$ cat src/rtl/fifo_status_gen.sv
// FIFO status monitor: full/empty decode, fill level, threshold flags, sticky error flags and counters.
// Latency: full/empty are combinational; every other output is registered with 1-cycle latency.
// Backpressure: none. The block only observes pointers and handshakes. Define FIFO_STATUS_PEAK_EN to enable the peak_level tracker.
module fifo_status_gen #(
  parameter int ADDR_W = 4,
  parameter int CNT_W  = 8
) (
  input  logic              clk,
  input  logic              rst,
  input  logic [ADDR_W:0]   wptr,
  input  logic [ADDR_W:0]   rptr,
  input  logic              wr_req,
  input  logic              rd_req,
  input  logic              wr_en,
  input  logic              rd_en,
  input  logic [ADDR_W:0]   afull_thr,
  input  logic [ADDR_W:0]   aempty_thr,
  input  logic              clr_ovf,
  input  logic              clr_udf,
  output logic              full,
  output logic              empty,
  output logic [ADDR_W:0]   level,
  output logic              almost_full,
  output logic              almost_empty,
  output logic              overflow,
  output logic              underflow,
  output logic [CNT_W-1:0]  ovf_cnt,
  output logic [CNT_W-1:0]  udf_cnt,
  output logic [ADDR_W:0]   peak_level
);

  localparam logic [CNT_W-1:0] CNT_MAX = {CNT_W{1'b1}};

  logic              low_eq;
  logic [ADDR_W:0]   diff;
  logic              ovf_evt;
  logic              udf_evt;
  logic [CNT_W-1:0]  ovf_cnt_nxt;
  logic [CNT_W-1:0]  udf_cnt_nxt;

  // Pointer decode: the wrap bit separates full from empty when the low bits match.
  assign low_eq = (wptr[ADDR_W-1:0] == rptr[ADDR_W-1:0]);
  assign empty  = (wptr[ADDR_W] == rptr[ADDR_W]) & low_eq;
  assign full   = (wptr[ADDR_W] != rptr[ADDR_W]) & low_eq;

  // Modular subtraction gives the occupancy directly, including across pointer wrap.
  assign diff = wptr - rptr;

  assign ovf_evt = full  & wr_req & ~rd_en;
  assign udf_evt = empty & rd_req & ~wr_en;

  // Next counter values: clear wins over hold, an event in the clear cycle counts as one, and counting saturates.
  always_comb begin
    ovf_cnt_nxt = ovf_cnt;
    udf_cnt_nxt = udf_cnt;
    if (clr_ovf)
      ovf_cnt_nxt = ovf_evt ? CNT_W'(1) : '0;
    else if (ovf_evt && ovf_cnt != CNT_MAX)
      ovf_cnt_nxt = ovf_cnt + CNT_W'(1);
    if (clr_udf)
      udf_cnt_nxt = udf_evt ? CNT_W'(1) : '0;
    else if (udf_evt && udf_cnt != CNT_MAX)
      udf_cnt_nxt = udf_cnt + CNT_W'(1);
  end

  // Level and threshold flags track the pointers one cycle late; thresholds are sampled each edge.
  always_ff @(posedge clk or posedge rst) begin
    if (rst) begin
      level        <= '0;
      almost_full  <= 1'b0;
      almost_empty <= 1'b1;
    end else begin
      level        <= diff;
      almost_full  <= (diff >= afull_thr);
      almost_empty <= (diff <= aempty_thr);
    end
  end

  // Sticky error flags: a new event beats a clear; a real read/write of the opposite kind also clears.
  always_ff @(posedge clk or posedge rst) begin
    if (rst) begin
      overflow  <= 1'b0;
      underflow <= 1'b0;
    end else begin
      if (ovf_evt)
        overflow <= 1'b1;
      else if (clr_ovf | rd_en)
        overflow <= 1'b0;
      if (udf_evt)
        underflow <= 1'b1;
      else if (clr_udf | wr_en)
        underflow <= 1'b0;
    end
  end

  // Event counters are only cleared by software, never by traffic.
  always_ff @(posedge clk or posedge rst) begin
    if (rst) begin
      ovf_cnt <= '0;
      udf_cnt <= '0;
    end else begin
      ovf_cnt <= ovf_cnt_nxt;
      udf_cnt <= udf_cnt_nxt;
    end
  end

`ifdef FIFO_STATUS_PEAK_EN
  // High-water mark; clearing both error classes together re-arms it from the current occupancy.
  always_ff @(posedge clk or posedge rst) begin
    if (rst)
      peak_level <= '0;
    else if (clr_ovf & clr_udf)
      peak_level <= diff;
    else if (diff > peak_level)
      peak_level <= diff;
  end
`else
  assign peak_level = '0;
`endif

endmodule
$ cat config.mk
export PLATFORM = sky130hd
export DESIGN_NAME = fifo_status_gen
export DESIGN_NICKNAME = d
export VERILOG_FILES = /design/src/rtl/fifo_status_gen.sv
export SDC_FILE = /design/constraint.sdc
export NUM_CORES = 1
export LEC_CHECK = 0
export CAP_MARGIN = 15
export CELL_PAD_IN_SITES_DETAIL_PLACEMENT = 1
export CELL_PAD_IN_SITES_GLOBAL_PLACEMENT = 1
export CORE_ASPECT_RATIO = 1.5
export CORE_MARGIN = 5
export CORE_UTILIZATION = 33
export DETAILED_ROUTE_END_ITERATION = 10
export GPL_TIMING_DRIVEN = 0
export HOLD_SLACK_MARGIN = 0.03
export PLACE_DENSITY_LB_ADDON = 0.12
export SLEW_MARGIN = 20
export SYNTH_ARGS = -nofsm -noshare
export SYNTH_HDL_FRONTEND = slang
export SYNTH_SLANG_ARGS = --single-unit
$ cat constraint.sdc
create_clock -name clk -period 2.1 [get_ports clk]
set_input_delay 0.21 -clock clk [delete_from_list [all_inputs] [get_ports clk]]
set_output_delay 0.21 -clock clk [all_outputs]
set_load 0.005 [all_outputs]
## Yosys cells after proc, flatten, opt, wreduce, memory -nomap -nowiden

Cells that the tools add are included.

| cells by class | value |
|---|---|
| multipliers | 0 |
| shift operators | 0 |
| bitwise logic cells | 10 |
| mux-type cells | 10 |
| eq/ne operators | 5 |
| $add $sub $neg | 3 |
| div/mod/pow operators | 0 |
| reductions and logical operators | 6 |
| magnitude comparators | 2 |

Operators by type and width:

| cell | number |
|---|---|
| $mux 8 | 4 |
| $add 8x1->8 const B | 2 |
| $ne 8x8->1 const B | 2 |
| $reduce_bool 2->1 | 4 |
| $and 1x1->1 | 6 |
| $mux 1 | 6 |
| $ge 5x5->1 | 1 |
| $le 5x5->1 | 1 |
| $sub 5x5->5 | 1 |
| $eq 4x4->1 | 1 |
| $logic_and 1x1->1 | 2 |
| $not 1->1 | 2 |
| $or 1x1->1 | 2 |
| $eq 1x1->1 | 1 |
| $ne 1x1->1 | 1 |

| storage, ports and cells | value |
|---|---|
| logic and storage cells | 43 |
| flip-flop bits (word level) | 25 |
| memory bits (read-only) | 0 |
| memories | 0 |
| bits in writable memories | 0 |
| bits in latches | 0 |
| input bits | 28 |
| output and inout bits | 32 |

## Depth between registers and ports, before layout

| logic depth | value |
|---|---|
| depth in word-level cells | 7 |
| depth in mapped cells | 10 |
| gate-level depth less buffers | 10 |

## Least setup slack after synthesis

No wires, ideal clock.

| timing path | value |
|---|---|
| path type | input -> register |
| from | input port rptr[2] |
| to | register ovf_cnt[5] |
| arrival | 1.974 ns |
| setup time | 0.128 ns |
| data required time | 1.972 ns |
| buffers on the path | 1 |
| cell stages on the path | 7 |
| path slack | -0.001 ns |
| path through | inv_1 -> ha_1 -> nand4_2 -> or4b_4 -> buf_4 -> nor4_4 -> mux2_1 |

| on the way | value |
|---|---|
| longest elaborated chain between the ends | 6 |

Ends and longest elaborated chain:

| item | line | text |
|---|---|---|
| start: declaration | 11 | `input logic [ADDR_W:0] rptr,` |
| $eq 4x4->1 | 42 | `assign low_eq = (wptr[ADDR_W-1:0] == rptr[ADDR_W-1:0]);` |
| $and 1x1->1 | 44 | `assign full = (wptr[ADDR_W] != rptr[ADDR_W]) & low_eq;` |
| $and 1x1->1 (2 in a row) | 49 | `assign ovf_evt = full & wr_req & ~rd_en;` |
| $logic_and 1x1->1 | 58 | `else if (ovf_evt && ovf_cnt != CNT_MAX)` |
| $reduce_bool 2->1 (no source line) | n/a |  |
| end signal: assignment | 102 | `ovf_cnt <= ovf_cnt_nxt;` |
| end: declaration | 27 | `output logic [CNT_W-1:0] ovf_cnt,` |

No other way between the ends.
A chain may end at the register's enable or synchronous reset.

## Worst setup path in the final report

| timing path | value |
|---|---|
| from | input port rptr[4] |
| to | register ovf_cnt[5] |

| on the way | value |
|---|---|
| longest elaborated chain between the ends | 6 |

Ends and longest elaborated chain:

| item | line |
|---|---|
| $ne 1x1->1 | 44 |
| $and 1x1->1 | 44 |
| $and 1x1->1 (2 in a row) | 49 |
| $logic_and 1x1->1 | 58 |
| $reduce_bool 2->1 (no source line) | n/a |

No other way between the ends.

==> summary.txt <==
Outcome: finished, final reports clean
Max-Cap Viols: 0
Total wire length: 4737 um
Most common cell in the netlist: dfrtp_1
Worst slew pin tran: 0.9680 ns
Drt pass-1 iters: 4
Internal power: 0.8523 mW
H-Tree Depth: 1
VDD IR max: 196.1 uV
PnR worst setup slack: 0.06203 ns
GRT Total Usage: 0.1505
Ranking of synthesized cells by area: dfrtp_1, ha_1, a21oi_1
CTS tree: built
Vias: 1573
Post-layout min period: 2.038 ns
Critical path endpoint category: register
R2R Setup Slk: 0.25 ns
Final setup TNS: 0 ns
Reg2Reg Depth: 5
Final setup violating endpoints: 0
Logic pwr share: 0.298
Total gr overflow: 0
Via density: 5.026
Power Density: 475.2 nW/um^2
FF-to-FF End: udf_cnt[5]$_DFFE_PP0P_
Core Util, Final: 0.5135
Num CTS Buffers: 3
Hold crit path type: input port to asynchronous set/reset pin
Sequential Power Share: 0.446
Global Route met2 Usage: 0.2813
Met3 usage: 0.02086
Slew margin rel.: 0.3456
Share of cells above drive strength 1: 0.1538
RSZ-0062 raised after global routing: yes
Asr flop ratio synth: 1.000
Post-placement setup slack: -0.6435 ns
Post-synth EDFFs: 0
Dominant synthesized flop cell: dfrtp_1
Worst setup endpoint: ovf_cnt[5]$_DFFE_PP0P_
Setup Crit Path Kind: input port to register
Top cells by count, synth: dfrtp_1, inv_1, ha_1
Final Hold Fails: 0
Worst Setup SP: rptr[4]
Clk Latency, worst-skew pair: 0.28 ns
PortBufs: 54
Core ar.: 4848 um^2
Synth Register Bits: 25
Fmax: 490.7 MHz
Post-DRT Antenna Nets: 0
Die Y: 96.74 um
Slew Limit Fails: 0
Seq/Total Area, Yosys: 0.3787
Die ar.: 6562 um^2
NumNets Final: 293
CTS Hold Buffers Added: 0
CP Launch Type: input port
Post-synthesis cell type count: 35
Per-cell routed wire length: 15.13 um
Period utilisation layout: 0.9705
RD Place Congestion: 0.7379
1st-iter DRT viols: 61
Clock network power share: 0.256
Die Span X: 67.83 um
# diodes: 0
Hold slack: 0.3231 ns
Placed Instances: 301
Boundary pin count: 60
Top cell type by total area after synthesis: dfrtp_1
Synth Instances: 177
Area delta synth->final: 50.42%
Switch Pwr: 0.3311 mW
Top Usage Layer GRT: met2
DR DRC count: 0
Vias in the first global route: 1706
Ys Warns: 0
TritonCTS Sinks: 25
Row count: 31
First-pass GRT wire length: 7776 um
Detail Placement HPWL: 3624 um
Sw Ratio: 0.2798
Syn Area/Cell: 9.352 um^2
Clock buffer depth: 2
Maximum fanout along the worst path: 4
Synthesized area: 1655 um^2
Total leakage power: 1.059 nW
Worst path arrival time: 2.21 ns
Met1 usage: 0.1676
Fill cells: 564
FF-to-FF Start: udf_cnt[0]$_DFFE_PP0P_
Pin count of the biggest net entering global routing: 26
Initial cell density of the core: 0.3414
Post-synth top area share: 0.3628
Setup Skew: 0.01411 ns
Critical Path RT: 2.28 ns
Clock slew seen by the registers of the worst setup and hold paths: 0.10 ns
Clock root buffer: clkbuf_8
Initial antenna violation count: 0
Final cell count without fillers: 313
## sequential cells by signal, summed over array words and instances, names as in the netlist
register      cells
ovf_cnt           8
underflow         1
overflow          1
udf_cnt           8
almost_full       1
almost_empty      1
level             5
## routing by layer
layer | vias to the layer above | share of wire
met2 | 30 | 0.55
li1 | 760 | -
met3 | 4 | 0.035
met1 | 779 | 0.40
met5 | - | 0
met4 | 0 | 0.013
## stage by stage
stage / cell area (um^2) / power, mW
final: 2490 / 1.183
after global routing: 2490 / 1.251
after detailed placement: 2306 / 0.8604
after CTS: 2484 / 1.196
after global placement: 2306 / 0.8539
after floorplan: 1683 / 0.6924
## final cells by class
type | count | area (um^2) | area share
inverters | 18 | 67.56 | 0.02714
repair buffers | 62 | 594.3 | 0.2387
well taps | 66 | 82.58 | 0.03317
multi-input cells | 129 | 1005 | 0.4035
clock buffers | 3 | 41.29 | 0.01658
clock inverters | 1 | 7.507 | 0.003015
flip-flops and latches | 25 | 626.9 | 0.2518
plain buffers | 9 | 65.06 | 0.02613
## cells in the final DEF, fill, tap and decap left out, drive strengths merged, types with 2 or more instances in the layout
cell and count:
or3 3, or4 3, o31ai 5, a311oi 2
nand3 7, a21oi 14, o21ai 8, buf 15
or4b 2, nor4b 3, xor2 2, inv 17
dlygate4sd2 8, o311ai 2, clkbuf 5, a41o 2
xnor2 3, dfrtp 24, mux2 2, o41ai 2
conb 5, nor2 15, ha 16, nor2b 9
a21o 4, clkdlybuf4s50 46, nand4 5, nand2 10
## kinds of logic after synthesis
logic type               count (synthesis)  synth area share
adder cells (fa/ha/maj)                 17            0.1330
AND/OR/NAND/NOR                         59            0.2086
XOR/XNOR                                 5           0.02646
flip-flops                              25            0.3787
multiplexers                             3           0.01965
buffers and inverters                   27           0.07558
AO/OA/AOI/OAI                           40            0.1557
other                                    1          0.002265
## worst min path at each step
stage | from | to | slack [ns] | cells past startpoint
2_1_floorplan | rst | almost_full$_DFF_PP0_ | 0.24 | 1
3_3_place_gp | underflow$_DFFE_PP0P_ | underflow$_DFFE_PP0P_ | 0.47 | 2
3_5_place_dp | underflow$_DFFE_PP0P_ | underflow$_DFFE_PP0P_ | 0.48 | 2
4_1_cts | rst | underflow$_DFFE_PP0P_ | 0.50 | 2
5_1_grt | rst | udf_cnt[4]$_DFFE_PP0P_ | 0.40 | 2
6_report | rst | overflow$_DFFE_PP0P_ | 0.32 | 2
## worst max-delay path, cell delays in order
cell and delay, ns:
clkdlybuf4s50_1 0.51, xnor2_1 0.20, or4b_4 0.59, buf_8 0.15, nor4_4 0.23, mux2_4 0.32
## power groups by stage
stage               combinational, mW  clock, mW  sequential [mW]
floorplan                       0.152          0            0.540
global placement                0.314          0            0.540
detailed placement              0.322          0            0.539
CTS                             0.352      0.315            0.529
global route                    0.390      0.328            0.533
finish                          0.352      0.303            0.528
## repair_timing
action                     4_1_cts  5_1_grt
setup buffers                    8        0
setup endpoints to repair       20        1
gates resized for setup         24        1
pin swaps                       10        0
(Power assumes the default switching activity.)
